[config.mk]
export PLATFORM = sky130hd
export DESIGN_NAME = inertial_integrator
export DESIGN_NICKNAME = d
export VERILOG_FILES = /design/src/rtl/inertial_integrator_pkg.sv /design/src/rtl/inertial_integrator_cal.sv /design/src/rtl/inertial_integrator.sv
export SDC_FILE = /design/constraint.sdc
export NUM_CORES = 1
export LEC_CHECK = 0
export CAP_MARGIN = 20
export CORE_MARGIN = 2
export CORE_UTILIZATION = 40
export DETAILED_ROUTE_END_ITERATION = 6
export SLEW_MARGIN = 15
export SYNTH_ARGS = -nofsm -noshare
export SYNTH_HDL_FRONTEND = slang
export SYNTH_HIERARCHICAL = 1
export SYNTH_SLANG_ARGS = --single-unit
export TNS_END_PERCENT = 50
[constraint.sdc]
create_clock -name clk -period 12.6 [get_ports clk]
set_input_delay 2.52 -clock clk [delete_from_list [all_inputs] [get_ports clk]]
set_output_delay 2.52 -clock clk [all_outputs]
set_load 0.02 [all_outputs]
[src/rtl/inertial_integrator_pkg.sv]
// Shared types and constants for the inertial integrator slice.
package inertial_pkg;

    typedef enum logic {
        CAL = 1'b0,
        RUN = 1'b1
    } state_t;

    localparam int PTCH_FRAC_SHIFT = 11;
    localparam int ACC_SHIFT       = 13;
    localparam int INT_W           = 27;

    localparam logic signed [15:0] AZ_OFFSET_DEF     = 16'sh00A0;
    localparam logic signed [15:0] PTCH_ACC_GAIN_DEF = 16'sd327;

endpackage

[src/rtl/inertial_integrator_cal.sv]
// Gyro offset calibration: averages 2^CAL_LOG2 raw rate samples into offset.
// done is high combinationally in the cycle of the final sample; offset loads on that edge.
module gyro_offset_cal #(
    parameter int CAL_LOG2 = 4
) (
    input  logic        clk,
    input  logic        rst_n,
    input  logic        clr,
    input  logic        smp_vld,
    input  logic [15:0] raw,
    output logic [15:0] offset,
    output logic        done
);
    localparam int ACC_W = 16 + CAL_LOG2;

    logic [CAL_LOG2-1:0]     cal_cnt;
    logic signed [ACC_W-1:0] cal_acc;
    logic signed [ACC_W-1:0] acc_nxt;
    logic signed [ACC_W-1:0] acc_avg;

    assign acc_nxt = cal_acc + {{CAL_LOG2{raw[15]}}, raw};
    assign acc_avg = acc_nxt >>> CAL_LOG2;
    assign done    = smp_vld && (cal_cnt == '1);

    always_ff @(posedge clk) begin
        if (!rst_n) begin
            cal_cnt <= '0;
            cal_acc <= '0;
            offset  <= '0;
        end else if (clr) begin
            cal_cnt <= '0;
            cal_acc <= '0;
        end else if (smp_vld) begin
            if (done) begin
                offset  <= acc_avg[15:0];
                cal_cnt <= '0;
                cal_acc <= '0;
            end else begin
                cal_cnt <= cal_cnt + 1'b1;
                cal_acc <= acc_nxt;
            end
        end
    end

endmodule

[src/rtl/inertial_integrator.sv]
// Gyro-rate to pitch integrator with offset calibration.
// Optional accel drift correction enabled by defining INERTIAL_FUSION_EN.
module inertial_integrator
    import inertial_pkg::*;
#(
    parameter int                CAL_LOG2      = 4,
    parameter logic signed [15:0] AZ_OFFSET     = AZ_OFFSET_DEF,
    parameter logic signed [15:0] PTCH_ACC_GAIN = PTCH_ACC_GAIN_DEF,
    parameter logic signed [26:0] FUSION_STEP   = 27'sd1024
) (
    input  logic        clk,
    input  logic        rst_n,
    input  logic        vld_in,
    input  logic [15:0] ptch_rt_raw,
    input  logic [15:0] AZ,
    input  logic        cal_req,
    output logic [15:0] ptch,
    output logic [15:0] ptch_rt,
    output logic        vld,
    output logic        cal_done
);
    localparam logic signed [INT_W-1:0] INT_MAX = {1'b0, {(INT_W-1){1'b1}}};
    localparam logic signed [INT_W-1:0] INT_MIN = {1'b1, {(INT_W-1){1'b0}}};

    state_t state, state_nxt;

    logic        cal_smp;
    logic        run_smp;
    logic        cal_fin;
    logic [15:0] offset;

    assign cal_smp  = vld_in && !cal_req && (state == CAL);
    assign run_smp  = vld_in && !cal_req && (state == RUN);
    assign cal_done = (state == RUN);

    gyro_offset_cal #(.CAL_LOG2(CAL_LOG2)) u_cal (
        .clk     (clk),
        .rst_n   (rst_n),
        .clr     (cal_req),
        .smp_vld (cal_smp),
        .raw     (ptch_rt_raw),
        .offset  (offset),
        .done    (cal_fin)
    );

    always_ff @(posedge clk) begin
        if (!rst_n) state <= CAL;
        else        state <= state_nxt;
    end

    always_comb begin
        state_nxt = state;
        case (state)
            CAL: if (cal_fin) state_nxt = RUN;
            RUN: if (cal_req) state_nxt = CAL;
            default: state_nxt = CAL;
        endcase
    end

    logic signed [15:0]      rt_new;
    logic signed [INT_W-1:0] fusion_adj;
    logic signed [INT_W-1:0] ptch_int;
    logic signed [INT_W:0]   int_sum;
    logic signed [INT_W-1:0] int_sat;

    assign rt_new = ptch_rt_raw - offset;

`ifdef INERTIAL_FUSION_EN
    logic signed [15:0] az_comp;
    logic signed [31:0] az_ext;
    logic signed [31:0] gain_ext;
    logic signed [31:0] prod;
    logic signed [15:0] ptch_acc;

    assign az_comp    = AZ - AZ_OFFSET;
    assign az_ext     = {{16{az_comp[15]}}, az_comp};
    assign gain_ext   = {{16{PTCH_ACC_GAIN[15]}}, PTCH_ACC_GAIN};
    assign prod       = az_ext * gain_ext;
    assign ptch_acc   = 16'(prod >>> ACC_SHIFT);
    // Compared against the registered pitch, i.e. the value the PID currently sees.
    assign fusion_adj = (ptch_acc > $signed(ptch)) ? FUSION_STEP : -FUSION_STEP;
`else
    logic unused_fusion;
    assign unused_fusion = ^{AZ, AZ_OFFSET, PTCH_ACC_GAIN, FUSION_STEP};
    assign fusion_adj    = '0;
`endif

    assign int_sum = {ptch_int[INT_W-1], ptch_int}
                   - {{(INT_W-15){rt_new[15]}}, rt_new}
                   + {fusion_adj[INT_W-1], fusion_adj};

    // Overflow shows up as disagreement between the two top bits of the 28-bit sum.
    always_comb begin
        int_sat = int_sum[INT_W-1:0];
        if (int_sum[INT_W] != int_sum[INT_W-1])
            int_sat = int_sum[INT_W] ? INT_MIN : INT_MAX;
    end

    always_ff @(posedge clk) begin
        if (!rst_n) begin
            ptch_int <= '0;
            ptch     <= '0;
            ptch_rt  <= '0;
            vld      <= 1'b0;
        end else begin
            vld <= 1'b0;
            if (state == RUN && cal_req) begin
                ptch_int <= '0;
                ptch     <= '0;
                ptch_rt  <= '0;
            end else if (run_smp) begin
                ptch_rt  <= rt_new;
                ptch_int <= int_sat;
                ptch     <= int_sat[PTCH_FRAC_SHIFT +: 16];
                vld      <= 1'b1;
            end
        end
    end

endmodule

==> impl_metrics.csv <==
group,metric,value,unit
cells_and_area,diodes,0,
power_and_ir_drop,p_per_area,96.2,nW/um^2
power_and_ir_drop,irDropWorstVdd,0.0626,mV
min_path,hold_start,"ptch_rt[1]$_SDFFE_PP0P_",
logic_synthesis,synth_edf_count,0,
logic_synthesis,async_flop_share,0,%
global_route,grt_pass1_wl,27900,um
detailed_routing,drt-total-wl,17000,um
placement,dpl.hpwl,12400,um
die,chipHeight,134,um
cells_and_area,layout_commonest_cell,"nand2_1",
worst_setup_path,slowest_delay,650,ps
global_route,grt_max_degree,51,
worst_setup_path,worstSetupEndpointType,"flip-flop",
logic_synthesis,syn-cell-area,6760,sq um
worst_setup_path,path_class,"in2reg",
logic_synthesis,synth_top_area_share,25.2,%
logic_synthesis,avgSynthCellArea,7.77,sq um
cells_and_area,seqCellArea,1700,sq um
die,coreArea,16600,sq um
cells_and_area,final_layout_size_suffix_gt1_share,6.35,%
worst_setup_path,r2r_slack,6840,ps
global_route,gr-total-overflow,0,
logic_synthesis,yosys-top-cells-area,"dfxtp_1 25%, ha_1 8.1%, nand2_1 4.9%",
placement,placed_cells,1084,
cells_and_area,final_cell_area,7680,sq um
detailed_routing,dr.pass1.iters,5,
worst_setup_path,crit_path_start_kind,"input pin",
clock_network,clkSinkCount,85,
clock_network,cts_tree,"built",
sta,slew_headroom,40.1,%
global_route,grt_antenna_before_repair,0,
worst_setup_path,r2r_end,"ptch[1]$_SDFFE_PP0P_",
detailed_routing,drt_iter0_markers,323,
cells_and_area,final_cell_mix,"89 x nand2_1, 85 x dfxtp_1, 82 x nor2_1",
placement,io_buffers,53,
sta,min_period,8170,ps
job,drv_cap,0,
placement,placed_area,7300,sq um
clock_network,clock_latency,350,ps
logic_synthesis,ys_seq_elements,85,
cells_and_area,n_fill_cell,1693,
logic_synthesis,ys_types,83,
die,die-area,18000,sq um
detailed_routing,vias,6179,
logic_synthesis,synth_top_area_cell,"dfxtp_1",
clock_network,cts_resized,0,
logic_synthesis,seq_area_frac_synth,25.2,%
worst_setup_path,r2r_cells,19,
sta,fin_skew,7.52,ps
clock_network,cts_setup_buffers,0,
outcome,outcome,"complete, no violations",
worst_setup_path,critical_path_arrival,8450,ps
clock_network,cts_made_buffers,9,
die,initial_core_util,40.8,%
sta,rsz0062_at_grt,"no",
worst_setup_path,slowest_stage,"a2111oi_2",
detailed_routing,wl_per_cell,15.5,um
sta,fin_crit_sh,64.8,%
logic_synthesis,synthFlopType,"dfxtp_1",
logic_synthesis,yosys_warnings,6,
detailed_routing,drc,0,
worst_setup_path,worstPathRequired,12880,ps
logic_synthesis,postSynthCellCount,870,
worst_setup_path,reg2reg_from,"u_cal/offset[0]$_SDFFE_PN0P_",
sta,fmax,0.122,GHz
cells_and_area,syn_to_final_growth,13.5,%
die,die_w,134,um
clock_network,cts_max_level,3,
sta,slew_viol_final,0,
sta,hold_viol,0,
min_path,hp-class,"reg2reg",
worst_setup_path,path_delay_family,"compound AO/OA/AOI/OAI gates",
worst_setup_path,crit_path_frequent_cell,"a211oi_1",
cells_and_area,final_nets,960,
worst_setup_path,crit_cells,21,
sta,worst_hold_slack,454,ps
worst_setup_path,critPathBufInv,3,
min_path,hold_depth,2,
clock_network,cts.path.max_buffers,2,
placement,place_congestion,0.908,
global_route,first_global_vias,5631,
sta,setup_viol,0,
sta,final.setup.tns,0,ps
cells_and_area,multi_input_area,4590,sq um
min_path,worstHoldEndpoint,"ptch_rt[1]$_SDFFE_PP0P_",
clock_network,holdBufCountCts,0,
sta,worst_slew_pin_slew,891,ps
worst_setup_path,crit_start,"ptch_rt_raw[0]",
detailed_routing,via_per_inst,5.61,
cells_and_area,instances_no_fill,1102,
power_and_ir_drop,power,0.000739,W
die,io_pins,70,
clock_network,clk_pin_slew_worst_paths,70,ps
global_route,grt_usage,19.1,%
clock_network,clk_root_buffer_cell,"clkbuf_16",
die,rows,47,
detailed_routing,drtAntennaViolNets,0,
power_and_ir_drop,p_leak,2.86,nW
worst_setup_path,worstPathMaxFanout,14,
worst_setup_path,crit_chain,"clkdlybuf4s50_1, inv_1, ha_1, inv_1, fa_1, a21o_1, a221oi_2, xnor2_1, ha_1, o21a_1, o32ai_1, a21oi_1, a31oi_1, maj3_1, a2111oi_2, o21ai_0, a211oi_1, a211oi_1, a211oi_1, nand2_1, a31oi_1",
logic_synthesis,synthesis.nets,953,
==> Yosys cell counts (8+ instances only) <==
cell      instances
nand2b_1         10
o21a_1           11
nand2_1          89
a22oi_1           9
a211oi_1         22
nor2b_1          11
ha_1             44
nand3b_1          8
o21ai_0          31
a22o_1            8
and3_1           12
inv_1            40
a31oi_1          17
xor2_1           14
o211ai_1         11
or3_1            11
a21oi_1          65
nand3_1          30
nor3_1           18
dfxtp_1          85
xnor2_1          20
nand4_1           9
buf_4            17
clkbuf_1         40
mux2i_1          10
maj3_1           10
nor2_1           82
a21o_1           11
==> worst min-delay path: cells and delay by family, from the launching register on <==
family           cells  cell delay (ps)
flip-flops           1              310
AO/OA/AOI/OAI        1               50
AND/OR/NAND/NOR      1               50
==> layout make-up <==
| cell class | instances | share of cell area, % |
|---|---|---|
| clock buffer | 11 | 3.29 |
| clock inverter | 5 | 1.38 |
| inverter | 40 | 1.96 |
| multi-input combinational | 679 | 59.8 |
| sequential | 85 | 22.2 |
| timing repair buffer | 62 | 7.84 |
| tap | 220 | 3.58 |
==> worst max path at each step <==
stage / to / slack [ps]
after floorplan: ptch[5]$_SDFFE_PP0P_ / 5370
after global placement: ptch[4]$_SDFFE_PP0P_ / 4110
after detailed placement: ptch_int[4]$_SDFFE_PP0P_ / 4110
after CTS: ptch_int[0]$_SDFFE_PP0P_ / 4470
after global routing: ptch[1]$_SDFFE_PP0P_ / 3930
final: ptch[1]$_SDFFE_PP0P_ / 4430
==> state kept, by name (all words and copies together), names as in the netlist <==
register,flops
u_cal/cal_acc,20
ptch,16
ptch_rt,16
u_cal/offset,16
ptch_int,11
u_cal/cal_cnt,4
cal_done,1
vld,1
==> stage by stage <==
step                worst slack, ps  utilization (%)
detailed placement             4110             44.0
CTS                            4470             46.2
global route                   3930             46.3
finish                         4430             46.3
global placement               4110             44.0
floorplan                      5370                -
==> metal layers <==
layer | routed length [um] | share of wire, % | track usage [%]
met1 | 8500 | 50 | 26.6
met2 | 7760 | 46 | 31.2
met3 | 621 | 3.6 | 3.10
met4 | 144 | 0.85 | 4.44
met5 | 0 | 0 | 0
==> power by group <==
group	internal (W)	switching [W]
Sequential	0.000271	0.00000305
Combinational	0.0000571	0.0000864
Clock	0.000205	0.000116
Total	0.000534	0.000205
==> cells by family (layout without fill, tap and decap cells) <==
kind of cell               count (synthesis)  in the layout  share of synthesized area (%)
DFF                                       85             85                           25.2
and+or+nand+nor                          315            315                           22.8
AOI/OAI and AO/OA                        253            253                           26.5
adders and majority gates                 60             60                           11.0
buffers and inverters                    106            118                           7.03
muxes                                     14             14                           2.35
xor gates and xnor gates                  37             37                           5.22
No activity file was read; power rests on OpenSTA's default activity.
